$ cat src/rtl/instr_enc_pkg.sv
// Shared encoding constants for the instruction loader and the pipeline decoder.
package instr_enc_pkg;

    // Symbolic operations understood by the loader; codes 12-15 are invalid
    typedef enum logic [3:0] {
        OP_ADDI = 4'd0,
        OP_SLLI = 4'd1,
        OP_BEQ  = 4'd2,
        OP_BNE  = 4'd3,
        OP_SW   = 4'd4,
        OP_SB   = 4'd5,
        OP_LW   = 4'd6,
        OP_LBU  = 4'd7,
        OP_JAL  = 4'd8,
        OP_JALR = 4'd9,
        OP_LUI  = 4'd10,
        OP_ADD  = 4'd11
    } op_e;

    // Loader session states
    typedef enum logic [1:0] {
        IDLE = 2'd0,
        LOAD = 2'd1,
        DONE = 2'd2,
        FULL = 2'd3
    } state_e;

    // Major opcodes
    localparam logic [6:0] OPC_OPIMM  = 7'b0010011;
    localparam logic [6:0] OPC_OP     = 7'b0110011;
    localparam logic [6:0] OPC_LOAD   = 7'b0000011;
    localparam logic [6:0] OPC_STORE  = 7'b0100011;
    localparam logic [6:0] OPC_BRANCH = 7'b1100011;
    localparam logic [6:0] OPC_JAL    = 7'b1101111;
    localparam logic [6:0] OPC_JALR   = 7'b1100111;
    localparam logic [6:0] OPC_LUI    = 7'b0110111;

    // funct3 values
    localparam logic [2:0] F3_ADDI = 3'b000;
    localparam logic [2:0] F3_SLLI = 3'b001;
    localparam logic [2:0] F3_BEQ  = 3'b000;
    localparam logic [2:0] F3_BNE  = 3'b001;
    localparam logic [2:0] F3_SW   = 3'b010;
    localparam logic [2:0] F3_SB   = 3'b000;
    localparam logic [2:0] F3_LW   = 3'b010;
    localparam logic [2:0] F3_LBU  = 3'b100;
    localparam logic [2:0] F3_JALR = 3'b000;
    localparam logic [2:0] F3_ADD  = 3'b000;

    localparam logic [6:0] F7_ZERO = 7'b0000000;

    // addi x0, x0, 0
    localparam logic [31:0] NOP = 32'h0000_0013;

    // True when value[31:msb] are all equal, i.e. value is a sign extension
    // of its low msb+1 bits
    function automatic logic fits_signed(input logic [31:0] value, input int unsigned msb);
        logic [31:0] upper;
        upper = $signed(value) >>> msb;
        return (upper == '0) || (upper == '1);
    endfunction

endpackage

$ cat src/rtl/instr_encoder.sv
// Combinational RV32I encoder for the decoder-supported subset.
// range_err flags anything that cannot be encoded faithfully: an immediate
// outside its field, a misaligned branch/jump offset, or an unknown op.
module instr_encoder
    import instr_enc_pkg::*;
(
    input  logic [3:0]  op,
    input  logic [4:0]  rd,
    input  logic [4:0]  rs1,
    input  logic [4:0]  rs2,
    input  logic [31:0] imm,
    output logic [31:0] word,
    output logic        range_err
);

    // Assemble the instruction word and check the immediate for its format
    always_comb begin
        word      = NOP;
        range_err = 1'b0;
        case (op)
            OP_ADDI: begin
                word      = {imm[11:0], rs1, F3_ADDI, rd, OPC_OPIMM};
                range_err = !fits_signed(imm, 11);
            end
            OP_SLLI: begin
                word      = {F7_ZERO, imm[4:0], rs1, F3_SLLI, rd, OPC_OPIMM};
                range_err = (imm[31:5] != '0);
            end
            OP_BEQ: begin
                word      = {imm[12], imm[10:5], rs2, rs1, F3_BEQ, imm[4:1], imm[11], OPC_BRANCH};
                range_err = !fits_signed(imm, 12) || imm[0];
            end
            OP_BNE: begin
                word      = {imm[12], imm[10:5], rs2, rs1, F3_BNE, imm[4:1], imm[11], OPC_BRANCH};
                range_err = !fits_signed(imm, 12) || imm[0];
            end
            OP_SW: begin
                word      = {imm[11:5], rs2, rs1, F3_SW, imm[4:0], OPC_STORE};
                range_err = !fits_signed(imm, 11);
            end
            OP_SB: begin
                word      = {imm[11:5], rs2, rs1, F3_SB, imm[4:0], OPC_STORE};
                range_err = !fits_signed(imm, 11);
            end
            OP_LW: begin
                word      = {imm[11:0], rs1, F3_LW, rd, OPC_LOAD};
                range_err = !fits_signed(imm, 11);
            end
            OP_LBU: begin
                word      = {imm[11:0], rs1, F3_LBU, rd, OPC_LOAD};
                range_err = !fits_signed(imm, 11);
            end
            OP_JAL: begin
                word      = {imm[20], imm[10:1], imm[11], imm[19:12], rd, OPC_JAL};
                range_err = !fits_signed(imm, 20) || imm[0];
            end
            OP_JALR: begin
                word      = {imm[11:0], rs1, F3_JALR, rd, OPC_JALR};
                range_err = !fits_signed(imm, 11);
            end
            OP_LUI: begin
                word      = {imm[31:12], rd, OPC_LUI};
                range_err = (imm[11:0] != '0);
            end
            OP_ADD: begin
                word      = {F7_ZERO, rs2, rs1, F3_ADD, rd, OPC_OP};
                range_err = 1'b0;
            end
            default: begin
                word      = NOP;
                range_err = 1'b1;
            end
        endcase
    end

endmodule

$ cat src/rtl/instr_encoder_loader.sv
// Accepts symbolic instruction requests and writes their RV32I encodings
// sequentially into instruction memory, one word per accepted request.
module instr_encoder_loader
    import instr_enc_pkg::*;
#(
    parameter int                    ADDR_WIDTH = 32,
    parameter int                    DEPTH      = 256,
    parameter logic [ADDR_WIDTH-1:0] BASE_ADDR  = '0
) (
    input  logic                    clk,
    input  logic                    rst_n,
    input  logic                    start,
    input  logic                    finish,
    input  logic                    req_valid,
    output logic                    req_ready,
    input  logic [3:0]              req_op,
    input  logic [4:0]              req_rd,
    input  logic [4:0]              req_rs1,
    input  logic [4:0]              req_rs2,
    input  logic [31:0]             req_imm,
    output logic                    mem_we,
    output logic [ADDR_WIDTH-1:0]   mem_addr,
    output logic [31:0]             mem_wdata,
    output logic [$clog2(DEPTH):0]  count,
    output logic                    busy,
    output logic                    full,
    output logic                    done,
    output logic                    err
);

    localparam int             CW      = $clog2(DEPTH) + 1;
    localparam logic [CW-1:0]  DEPTH_C = CW'(DEPTH);

    state_e        state_q;
    state_e        state_d;
    logic          we_q;
    logic          xfer;
    logic          last_word;
    logic [31:0]   enc_word;
    logic          enc_err;

    instr_encoder u_enc (
        .op        (req_op),
        .rd        (req_rd),
        .rs1       (req_rs1),
        .rs2       (req_rs2),
        .imm       (req_imm),
        .word      (enc_word),
        .range_err (enc_err)
    );

    // A start in the same cycle would clear the counter, so no request is
    // accepted then; nothing is accepted while reset is asserted either.
    assign req_ready = rst_n && (state_q == LOAD) && (count < DEPTH_C) && !start;
    assign xfer      = req_valid && req_ready;
    assign last_word = xfer && (count == DEPTH_C - 1'b1);
    assign busy      = (state_q == LOAD);
    // A write still in flight when reset arrives never reaches memory
    assign mem_we    = we_q && rst_n;

    // Session state register
    always_ff @(posedge clk) begin
        if (!rst_n) begin
            state_q <= IDLE;
        end else begin
            state_q <= state_d;
        end
    end

    // Next state: start wins, then finish, then running out of space
    always_comb begin
        state_d = state_q;
        if (start) begin
            state_d = LOAD;
        end else if (state_q == LOAD) begin
            if (finish) begin
                state_d = DONE;
            end else if (last_word) begin
                state_d = FULL;
            end
        end
    end

    // Write port, word counter and session status flags
    always_ff @(posedge clk) begin
        if (!rst_n) begin
            we_q      <= 1'b0;
            mem_addr  <= '0;
            mem_wdata <= '0;
            count     <= '0;
            err       <= 1'b0;
            full      <= 1'b0;
            done      <= 1'b0;
        end else begin
            we_q <= xfer;
            if (start) begin
                count <= '0;
                err   <= 1'b0;
                full  <= 1'b0;
                done  <= 1'b0;
            end else begin
                if (xfer) begin
                    mem_addr  <= BASE_ADDR + (ADDR_WIDTH'(count) << 2);
                    mem_wdata <= enc_word;
                    count     <= count + 1'b1;
                    if (enc_err) begin
                        err <= 1'b1;
                    end
                    if (last_word) begin
                        full <= 1'b1;
                    end
                end
                if ((state_q == LOAD) && finish) begin
                    done <= 1'b1;
                end
            end
        end
    end

endmodule

$ cat config.mk
export PLATFORM = sky130hd
export DESIGN_NAME = instr_encoder_loader
export DESIGN_NICKNAME = d
export VERILOG_FILES = /design/src/rtl/instr_enc_pkg.sv /design/src/rtl/instr_encoder.sv /design/src/rtl/instr_encoder_loader.sv
export SDC_FILE = /design/constraint.sdc
export NUM_CORES = 1
export LEC_CHECK = 0
export ABC_AREA = 1
export BUFFER_PORTS_ARGS = -buffer_cell sky130_fd_sc_hd__buf_2
export CAP_MARGIN = 25
export CORE_ASPECT_RATIO = 0.7
export CORE_MARGIN = 5
export CORE_UTILIZATION = 35
export CTS_BUF_LIST = sky130_fd_sc_hd__clkbuf_2
export DETAILED_ROUTE_END_ITERATION = 10
export SYNTH_ARGS = -nofsm -noshare
export SYNTH_HDL_FRONTEND = slang
export SYNTH_SLANG_ARGS = --single-unit
$ cat constraint.sdc
create_clock -name clk -period 3.9 [get_ports clk]
set_input_delay 0.39 -clock clk [delete_from_list [all_inputs] [get_ports clk]]
set_output_delay 0.39 -clock clk [all_outputs]
set_load 0.05 [all_outputs]
==> summary.md, run 1 <==
| Metric | Value |
|---|---|
| Die Wd | `122 um` |
| Clock slew at reported path FFs | `250 ps` |
| CP Max Fanout | `51` |
| Clock Sinks | `55` |
| Critical Path RT | `4250 ps` |
| Peak VDD IR | `128 uV` |
| Placed Cells incl. Taps | `681` |
| Fill cells | `982` |
| TritonRoute pass-1 iters | `5` |
| WL met2 | `4.10 mm` |
| Maximum operating frequency | `0.423 GHz` |
| Via density | `4.90` |
| Die ar. | `10900 um2` |
| Multi-input logic area | `1600 um2` |
| Highest metal used | `met4` |
| Crit path kind | `reg -> reg` |
| Initial antenna violation count | `0` |
| Crit path DAT | `2710 ps` |
| Post-route DRC | `0` |
| Worst-margin pin slew | `755 ps` |
| Worst clock skew | `15.6 ps` |
| Max Cap Viol | `0` |
| Final wirelength | `9.85 mm` |
| Met1 wire length | `4.65 mm` |
| Critical Path Start Type | `register` |
| Grt total ovfl | `0` |
| Total CTS buffers | `5` |
| Gpl congestion | `0.943` |
| Bufs on Longest Clock Path | `2` |
| Rel. slew slack | `49.6%` |
| Post_cts resized | `0` |
| Post-Synthesis Cell Area | `3100 um2` |
| Syn Area/Cell | `6.65 um2` |
| Layout cells sized above 1 | `23.7%` |
| Non-Filler Instances | `689` |
| Crit. End Element | `register` |
| Vias | `3378` |
| Chip height | `88.7 um` |
| Final min period | `2370 ps` |
| Asr flop ratio synth | `0%` |
| Total track usage | `17.6%` |
| Drt initial violations | `373` |
| Final worst setup slack | `1530 ps` |
| Starting Density | `36.3%` |
| Htree depth | `2` |
| Main flop type after synthesis | `dfxtp_1` |
| Setup WS pre-CTS | `1120 ps` |
| Worst skew pair latency | `410 ps` |
| I/O Buffers | `111` |
| Clk root buf | `clkbuf_2` |
| Leak | `1.76 nW` |
| Largest net degree at the start of global routing | `52` |
| Sequential-to-total area share from yosys stat | `35.5%` |
| Fin nets | `626` |
| Final core utilization | `42.8%` |
| Synth area leader | `dfxtp_1` |
| Routed len/inst | `14.3 um` |
| Number of synthesized flops with an enable pin | `0` |
| Hold Violations, Final | `0` |
| First-pass GRT wire length | `14.9 mm` |
| Top-area cell type share of the netlist area | `35.5%` |
| Synth cell types | `39` |
| Yosys reg bits | `55` |
| CTS Hold Buffers Added | `0` |
| Power Density | `278 nW/um2` |
| Syn Inst Count | `466` |
| TritonCTS clock tree | `built` |
| Tot Pwr | `1.02 mW` |
| Most instantiated cells after synthesis | `137 x nand2_1, 55 x dfxtp_1, 47 x inv_1` |
| Ys Warns | `0` |
| Sequential cell area | `1100 um2` |
| Vias in the first global route | `2933` |
| Top post-synthesis cells by area | `dfxtp_1 36%, nand2_1 17%, a21oi_1 7.3%, buf_4 6.5%, inv_1 5.7%` |
| Worst Hold Class | `in -> reg` |
| I/O Pins | `135` |
| Post-route ant nets | `0` |
| Row cnt | `28` |
| RSZ-0062 raised after global routing | `no` |
| Post-DP HPWL | `8.11 mm` |
| Status | `completed` |
| Area grow syn2layout | `18.0%` |
| Most frequent cell after synthesis | `nand2_1` |
| Wire length on met3 | `978 um` |
| Placeable Area | `8550 um2` |
| Final count of negative-setup-slack endpoints | `0` |
| Tcrit/Tclk final | `60.6%` |
| Setup TNS | `0 ps` |
| Antenna cells | `0` |
| Post-CTS setup buffer count | `0` |
| Slew Limit Fails | `0` |
[layout by cell type, fill, tap and decap left out]
cell type,Yosys,final
nand3_1,20,20
nand3_2,1,1
o22ai_1,6,6
nand4_1,6,6
nor2_8,2,2
conb_1,1,23
o21ai_1,1,1
a31oi_1,4,4
a22oi_1,2,2
dfxtp_1,55,55
clkinv_4,1,1
inv_2,3,3
o221ai_1,1,1
o211ai_1,4,4
inv_1,47,47
nor2_4,1,1
o211a_1,1,1
o21ai_2,1,1
nor3_1,4,4
nand2_2,2,2
o21ai_0,25,25
buf_4,27,1
xor2_1,1,1
a21oi_2,1,1
buf_2,6,111
a32o_1,3,3
nand2_4,1,1
inv_4,2,2
clkinv_1,0,2
nand2_1,137,137
a21oi_1,45,45
clkbuf_2,1,6
nor2_1,42,42
o21bai_1,1,1
o21a_1,2,2
nor2_2,2,2
ha_1,2,2
[logic make-up (layout without fill, tap and decap cells)]
kind of cell	count (synthesis)	in the layout	share of synthesized area, %
other	1	23	0.121
and+or+nand+nor	218	218	29.9
DFF	55	55	35.5
AOI/OAI and AO/OA	97	97	17.8
adders and majority gates	2	2	0.807
buffers and inverters	92	173	15.6
xor gates and xnor gates	1	1	0.283
[per-stage QoR]
step / instance area (um2) / hold WS (ps)
2_1_floorplan: 3180 / 454
3_3_place_gp: 3620 / 436
3_5_place_dp: 3620 / 442
4_1_cts: 3660 / 207
5_1_grt: 3660 / 175
6_report: 3660 / 245
[registers in the layout, summed over array words and instances, names as in the netlist]
signal	flops
state_q	2
we_q	1
mem_addr	9
count	9
full	1
mem_wdata	31
err	1
done	1
[layer usage]
layer	vias to the layer above	global-route usage, %
li1	1659	-
met2	159	25.5
met3	11	4.03
met1	1549	26.0
met4	0	4.67
met5	-	0
[path summary, 6_finish.rpt]
| path | slack, ps | cells after the start | from | end |
|---|---|---|---|---|
| setup / recovery | 1530 | 11 | state_q[1] | count[7] |
| hold / removal | 250 | 3 | finish | done |
| setup reg to reg | 1530 | 11 | state_q[1] | count[7] |
| hold reg to reg | 470 | 2 | full | full |
[where the power goes]
part           switching, mW  leakage, nW  internal (mW)
registers            0.00416        0.444          0.571
clock network          0.164       0.0281         0.0432
logic                  0.178         1.29         0.0567
total                  0.345         1.76          0.671
[critical path: stages, from the launching register on]
cell	delay [ps]
dfxtp_1	350
inv_1	60
nand2_1	80
nor2_1	120
nand3_2	60
buf_4	260
inv_2	610
nand2_1	220
nor2_2	180
nand3_1	110
o21ai_0	180
a21oi_1	60
[area by class of cell]
| type | count | share of cell area [%] |
|---|---|---|
| clock buffer | 6 | 0.821 |
| timing repair buffer | 112 | 15.4 |
| inverter | 53 | 5.71 |
| multi-input combinational | 341 | 43.7 |
| clock inverter | 2 | 0.205 |
| sequential | 55 | 30.1 |
| tap | 120 | 4.10 |
No activity file was read; power rests on OpenSTA's default activity.
==> inputs of run 2 (changes only) <==
--- a/config.mk
+++ b/config.mk
@@ -5,7 +5,7 @@
 export SDC_FILE = /design/constraint.sdc
 export NUM_CORES = 1
 export LEC_CHECK = 0
-export ABC_AREA = 1
+export ABC_AREA = 0
 export BUFFER_PORTS_ARGS = -buffer_cell sky130_fd_sc_hd__buf_2
 export CAP_MARGIN = 25
 export CORE_ASPECT_RATIO = 0.7
==> constraint.sdc (replaced) <==
create_clock -name clk -period 2.4 [get_ports clk]
set_input_delay 0.24 -clock clk [delete_from_list [all_inputs] [get_ports clk]]
set_output_delay 0.24 -clock clk [all_outputs]
set_load 0.05 [all_outputs]
==> summary.md, run 2 <==
| Metric | Value |
|---|---|
| Critical Path RT | `2160 ps (was 4250 ps)` |
| Leak | `1.69 nW (was 1.76 nW)` |
| Clock slew at reported path FFs | `270 ps (was 250 ps)` |
| Post-route DRC | `0 (unchanged)` |
| Final instance area | `4010 um2 (was 3660 um2)` |
| Critical Path Sink | `req_ready (was count[7])` |
| Die ar. | `11600 um2 (was 10900 um2)` |
| Status | `completed (unchanged)` |
| Synth cell types | `50 (was 39)` |
| Rel. slew slack | `61.1% (was 49.6%)` |
| TritonCTS clock tree | `built (unchanged)` |
| Post-route ant nets | `0 (unchanged)` |
| Worst clock skew | `39.5 ps (was 15.6 ps)` |
| Initial antenna violation count | `0 (unchanged)` |
| Post-Synthesis Cell Area | `3340 um2 (was 3100 um2)` |
| Layout cells sized above 1 | `26.2% (was 23.7%)` |
| Syn Area/Cell | `7.45 um2 (was 6.65 um2)` |
| Number of synthesized flops with an enable pin | `0 (unchanged)` |
| Worst skew pair latency | `490 ps (was 410 ps)` |
| Clock Sinks | `55 (unchanged)` |
| Crit-path cells | `nand2b_1, nor3_4, buf_2 (was inv_1, nand2_1, nor2_1, nand3_2, buf_4, inv_2, nand2_1, nor2_2, nand3_1, o21ai_0, a21oi_1)` |
| Placeable Area | `9180 um2 (was 8550 um2)` |
| Top Registers | `mem_wdata x31, count x9, mem_addr x9 (unchanged)` |
| Max Cap Viol | `0 (unchanged)` |
| Placed Cells incl. Taps | `660 (was 681)` |
| Flop-to-flop setup slack | `660 ps (was 1530 ps)` |
| Non-Filler Instances | `670 (was 689)` |
| Slew Limit Fails | `0 (unchanged)` |
| Vias | `3361 (was 3378)` |
| Reg2reg end | `count[3] (was count[7])` |
| Htree depth | `2 (unchanged)` |
| Yosys reg bits | `55 (unchanged)` |
| Starting Density | `36.4% (was 36.3%)` |
| Hold Violations, Final | `0 (unchanged)` |
| Main flop type after synthesis | `dfxtp_1 (unchanged)` |
| Worst Hold Class | `in -> reg (unchanged)` |
| Total CTS buffers | `5 (unchanged)` |
| Placed cell areas | `3900 um2 (was 3620 um2)` |
| Gpl congestion | `0.877 (was 0.943)` |
| Worst hold slack | `98.9 ps (was 245 ps)` |
| Vias in the first global route | `3169 (was 2933)` |
| I/O Pins | `135 (unchanged)` |
| Top-area cell type share of the netlist area | `33.0% (was 35.5%)` |
| Max reg flops | `31 (unchanged)` |
| Drt initial violations | `323 (was 373)` |
| Area grow syn2layout | `20.0% (was 18.0%)` |
| Via density | `5.02 (was 4.90)` |
| CP Max Fanout | `4 (was 51)` |
| Tcrit/Tclk final | `77.2%` |
| Total track usage | `17.4% (was 17.6%)` |
| Reg2Reg Depth | `6 (was 11)` |
| Most instantiated cells after synthesis | `81 x nand2_1, 55 x dfxtp_1, 38 x a21oi_1 (was 137 x nand2_1, 55 x dfxtp_1, 47 x inv_1)` |
| I/O Buffers | `111 (unchanged)` |
| Critical Path Start Type | `register (unchanged)` |
| Post-DP HPWL | `7.91 mm (was 8.11 mm)` |
| TritonRoute pass-1 iters | `5 (unchanged)` |
| Power Density | `483 nW/um2 (was 278 nW/um2)` |
| Clk root buf | `clkbuf_2 (unchanged)` |
| Final core utilization | `43.6% (was 42.8%)` |
| Sequential-to-total area share from yosys stat | `33.0% (was 35.5%)` |
| Maximum operating frequency | `0.540 GHz` |
| Largest net degree at the start of global routing | `43 (was 52)` |
| Routed len/inst | `15.6 um (was 14.3 um)` |
| Asr flop ratio synth | `0% (unchanged)` |
| Crit path DAT | `1610 ps (was 2710 ps)` |
| Peak VDD IR | `245 uV (was 128 uV)` |
| Final min period | `1850 ps` |
| Worst-margin pin slew | `578 ps (was 755 ps)` |
| First-pass GRT wire length | `16.6 mm (was 14.9 mm)` |
| Ys Warns | `0 (unchanged)` |
| Tot Pwr | `1.94 mW (was 1.02 mW)` |
| Grt total ovfl | `0 (unchanged)` |
| Fin nets | `603 (was 626)` |
| Final count of negative-setup-slack endpoints | `0 (unchanged)` |
| Die Wd | `127 um (was 122 um)` |
| Bufs on Longest Clock Path | `2 (unchanged)` |
| Crit. End Element | `output pin (was register)` |
| Antenna cells | `0 (unchanged)` |
| Fill cells | `974 (was 982)` |
| CP max-delay cell | `dfxtp_1 (was inv_2)` |
| Origin of the worst setup path | `state_q[1] (unchanged)` |
| Crit path kind | `reg -> out (was reg -> reg)` |
| Most flops, register | `mem_wdata (unchanged)` |
| RSZ-0062 raised after global routing | `no (unchanged)` |
| Final wirelength | `10.5 mm (was 9.85 mm)` |
| Most frequent cell after synthesis | `nand2_1 (unchanged)` |
| Commonest cells after routing, fill and taps aside | `111 x buf_2, 81 x nand2_1, 55 x dfxtp_1, 38 x a21oi_1, 29 x nor2_1 (was 137 x nand2_1, 111 x buf_2, 55 x dfxtp_1, 47 x inv_1, 45 x a21oi_1)` |
| Top post-synthesis cells by area | `dfxtp_1 33%, nand2_1 9.1%, a21boi_0 6.1%, a21oi_1 5.7%, buf_4 5.4% (was dfxtp_1 36%, nand2_1 17%, a21oi_1 7.3%, buf_4 6.5%, inv_1 5.7%)` |
| Syn Inst Count | `448 (was 466)` |
| Setup TNS | `0 ps (unchanged)` |
| Row cnt | `29 (was 28)` |
| Setup WS pre-CTS | `518 ps (was 1120 ps)` |
| Synth area leader | `dfxtp_1 (unchanged)` |
| Commonest non-fill, non-tap cell in the layout | `buf_2 (was nand2_1)` |
| Chip height | `91.7 um (was 88.7 um)` |
| Final worst setup slack | `547 ps (was 1530 ps)` |
| RR Startpoint | `state_q[1] (unchanged)` |
| CP peak stage delay | `380 ps (was 610 ps)` |
## run 2: cells by family (layout without fill, tap and decap cells)
kind of cell / Yosys count / in the layout / share of synthesized area [%]
other cells: 1 / 23 / 0.112
fa+ha+maj: 2 / 2 / 0.749
compound gates: 126 / 126 / 24.1
buf+inv: 65 / 141 / 10.7
flops: 55 / 55 / 33.0
mux: 7 / 7 / 2.29
simple gates: 185 / 185 / 27.2
xor+xnor: 7 / 7 / 1.84
## run 2: worst min path at each step
| stage | end | from | cells after the start |
|---|---|---|---|
| after floorplan | state_q[0] | start | 2 |
| final | mem_wdata[22] | req_rs2[2] | 4 |
| after CTS | done | rst_n | 3 |
| after global routing | done | rst_n | 3 |
| after detailed placement | mem_wdata[31] | mem_wdata[31] | 2 |
| after global placement | mem_wdata[31] | mem_wdata[31] | 2 |
## run 2: metal layers
layer	vias to the layer above	track usage, %	routed length (um)
li1	1695	-	-
met1	1540	25.0	4970
met2	120	25.9	4450
met3	6	5.46	979
met4	0	2.77	60
met5	-	0	0
## run 2: final cells by class
cell class / instances / area (um2) / area share [%]
Tap cell: 124 / 155 / 3.87
Multi-Input combinational cell: 350 / 1970 / 49.2
Clock inverter: 2 / 60.1 / 1.50
Clock buffer: 6 / 30.0 / 0.750
Timing Repair Buffer: 123 / 651 / 16.2
Sequential cell: 55 / 1100 / 27.5
Inverter: 10 / 37.5 / 0.937
## run 2: critical path: cells and delay by family, from the launching register on
family                 cells  cell delay [ps]
buffers and inverters      1              290
DFF                        1              380
and+or+nand+nor            2              490
## run 2: what timing repair did
action	4_1_cts	5_1_grt
hold endpoints to repair	2	0
hold buffers	2	0
resized for setup	0	0
buffers inserted	0	0
## run 2: report_power, final
part / leakage (nW) / switching (mW) / internal [mW]
sequential: 0.444 / 0.00500 / 0.926
clock: 0.0532 / 0.309 / 0.284
combinational: 1.20 / 0.288 / 0.123
==> inputs of run 3 (changes only) <==
==> constraint.sdc (replaced) <==
create_clock -name clk -period 1.9 [get_ports clk]
set_input_delay 0.19 -clock clk [delete_from_list [all_inputs] [get_ports clk]]
set_output_delay 0.19 -clock clk [all_outputs]
set_load 0.05 [all_outputs]
==> summary.md, run 3 (same netlist as run 2, synthesis figures left out) <==
| Metric | Value |
|---|---|
| Most flops, register | `mem_wdata (unchanged)` |
| Max Cap Viol | `0 (unchanged)` |
| CTS Hold Buffers Added | `2 (unchanged)` |
| Setup TNS | `0 ps (unchanged)` |
| Final min period | `1740 ps` |
| Vias in the first global route | `3197 (was 3169)` |
| Most used cell, CP | `buf_2` |
| Critical Path Start Type | `primary input (was register)` |
| Tcrit/Tclk final | `91.5%` |
| Hold Violations, Final | `0 (unchanged)` |
| Commonest cells after routing, fill and taps aside | `111 x buf_2, 81 x nand2_1, 55 x dfxtp_1, 38 x a21oi_1, 29 x nor2_1 (unchanged)` |
| Clock slew at reported path FFs | `270 ps (about the same)` |
| Initial antenna violation count | `0 (unchanged)` |
| Status | `completed (unchanged)` |
| I/O Buffers | `111 (unchanged)` |
| TritonCTS clock tree | `built (unchanged)` |
| Final worst setup slack | `161 ps (was 547 ps)` |
| Die Wd | `127 um (unchanged)` |
| Chip height | `91.7 um (unchanged)` |
| Leak | `1.72 nW (was 1.69 nW)` |
| Vias | `3492 (was 3361)` |
| Crit path kind | `in -> out (was reg -> out)` |
| Routed len/inst | `15.4 um (was 15.6 um)` |
| Grt total ovfl | `0 (unchanged)` |
| CP Max Fanout | `2 (was 4)` |
| I/O Pins | `135 (unchanged)` |
| Post-CTS setup buffer count | `0 (unchanged)` |
| Worst Hold Class | `in -> reg (unchanged)` |
| Starting Density | `36.4% (unchanged)` |
| CP peak stage delay | `530 ps (was 380 ps)` |
| TritonRoute pass-1 iters | `8 (was 5)` |
| Row cnt | `29 (unchanged)` |
| Worst skew pair latency | `470 ps (was 490 ps)` |
| CP max-delay cell | `dlygate4sd3_1 (was dfxtp_1)` |
| Via density | `5.16 (was 5.02)` |
| Crit path DAT | `1550 ps (was 1610 ps)` |
| Antenna cells | `0 (unchanged)` |
| First-pass GRT wire length | `16.8 mm (was 16.6 mm)` |
| Placeable Area | `9180 um2 (unchanged)` |
| Crit-path cells | `dlygate4sd3_1, buf_2, nand2b_1, nor3_4, buf_2 (was nand2b_1, nor3_4, buf_2)` |
| Post-DP HPWL | `8.07 mm (was 7.91 mm)` |
| Setup WS pre-CTS | `173 ps (was 518 ps)` |
| Post_cts resized | `0 (unchanged)` |
| Clk root buf | `clkbuf_2 (unchanged)` |
| Clock Sinks | `55 (unchanged)` |
| Area grow syn2layout | `20.6% (was 20.0%)` |
| Final count of negative-setup-slack endpoints | `0 (unchanged)` |
| Maximum operating frequency | `0.575 GHz` |
| Buf/Inv on CP | `3 (was 1)` |
| Largest net degree at the start of global routing | `43 (unchanged)` |
| Total track usage | `17.6% (was 17.4%)` |
| Final wirelength | `10.4 mm (was 10.5 mm)` |
| Post-route DRC | `0 (unchanged)` |
| Htree depth | `2 (unchanged)` |
| Drt initial violations | `246 (was 323)` |
| Crit. End Element | `output pin (unchanged)` |
| Power Density | `548 nW/um2 (was 483 nW/um2)` |
| Top Registers | `mem_wdata x31, count x9, mem_addr x9 (unchanged)` |
| RSZ-0062 raised after global routing | `no (unchanged)` |
| Worst clock skew | `23.4 ps (was 39.5 ps)` |
| Max reg flops | `31 (unchanged)` |
| Fin nets | `610 (was 603)` |
| Total CTS buffers | `5 (unchanged)` |
| Bufs on Longest Clock Path | `2 (unchanged)` |
| Die ar. | `11600 um2 (unchanged)` |
| Commonest non-fill, non-tap cell in the layout | `buf_2 (unchanged)` |
| Critical Path RT | `1710 ps (was 2160 ps)` |
| Peak VDD IR | `257 uV (was 245 uV)` |
| Post-route ant nets | `0 (unchanged)` |
| Top delay family on crit path | `buffers and inverters (was simple AND/OR/NAND/NOR gates)` |
| Slew Limit Fails | `0 (unchanged)` |
| Gpl congestion | `0.889 (was 0.877)` |
| Layout cells sized above 1 | `27.1% (was 26.2%)` |
## run 3: cell count changes in the layout (fill, tap and decap cells not counted), sizes merged
cell | previous run | this run
clkinv | 0 | 2
bufinv | 2 | 0
clkbuf | 6 | 5
buf | 121 | 128
inv | 10 | 11
## run 3: layout make-up
cell class / count / area, um2
fillers: 972 / 5150
multi-input cells: 350 / 1970
clock inverters: 3 / 22.5
flip-flops and latches: 55 / 1100
inverters: 10 / 37.5
clock buffers: 5 / 25.0
well taps: 124 / 155
repair buffers: 130 / 716
## run 3: power by group
group	internal (mW)	switching, mW	total [mW]	leakage (nW)
combinational	0.166	0.366	0.533	1.24
clock	0.0975	0.400	0.497	0.0333
sequential	1.17	0.00649	1.18	0.444
## run 3: metrics by stage
step / power (mW) / std cells / area (um2) / hold WS (ps) / util, %
finish: 2.21 / 677 / 4030 / 72.5 / 43.9
global route: 2.33 / 677 / 4030 / 32.0 / 43.9
floorplan: 1.59 / 470 / 3420 / 329 / -
global placement: 1.71 / 667 / 3960 / 443 / 43.2
CTS: 2.24 / 677 / 4030 / 38.6 / 43.9
detailed placement: 1.72 / 667 / 3960 / 446 / 43.2
## run 3: final timing paths
check	startpoint	to	slack [ps]	cells past startpoint
hold reg to reg	mem_wdata[31]	mem_wdata[31]	470	2
hold / removal	req_rs2[2]	mem_wdata[22]	70	4
setup / recovery	start	req_ready	160	5
setup reg to reg	state_q[1]	mem_wdata[5]	210	6
## run 3: layer usage
metal	vias to the layer above	GRT usage, %	part of all wire [%]
met4	0	3.57	1.2
met5	-	0	0
met1	1607	26.1	49
li1	1716	-	-
met2	145	25.7	42
met3	24	4.41	8.4
## run 3: worst min-delay path, cell delays in order
cell and delay [ps]:
buf_2 110, nand2_1 50, a21o_1 90, a21boi_0 70
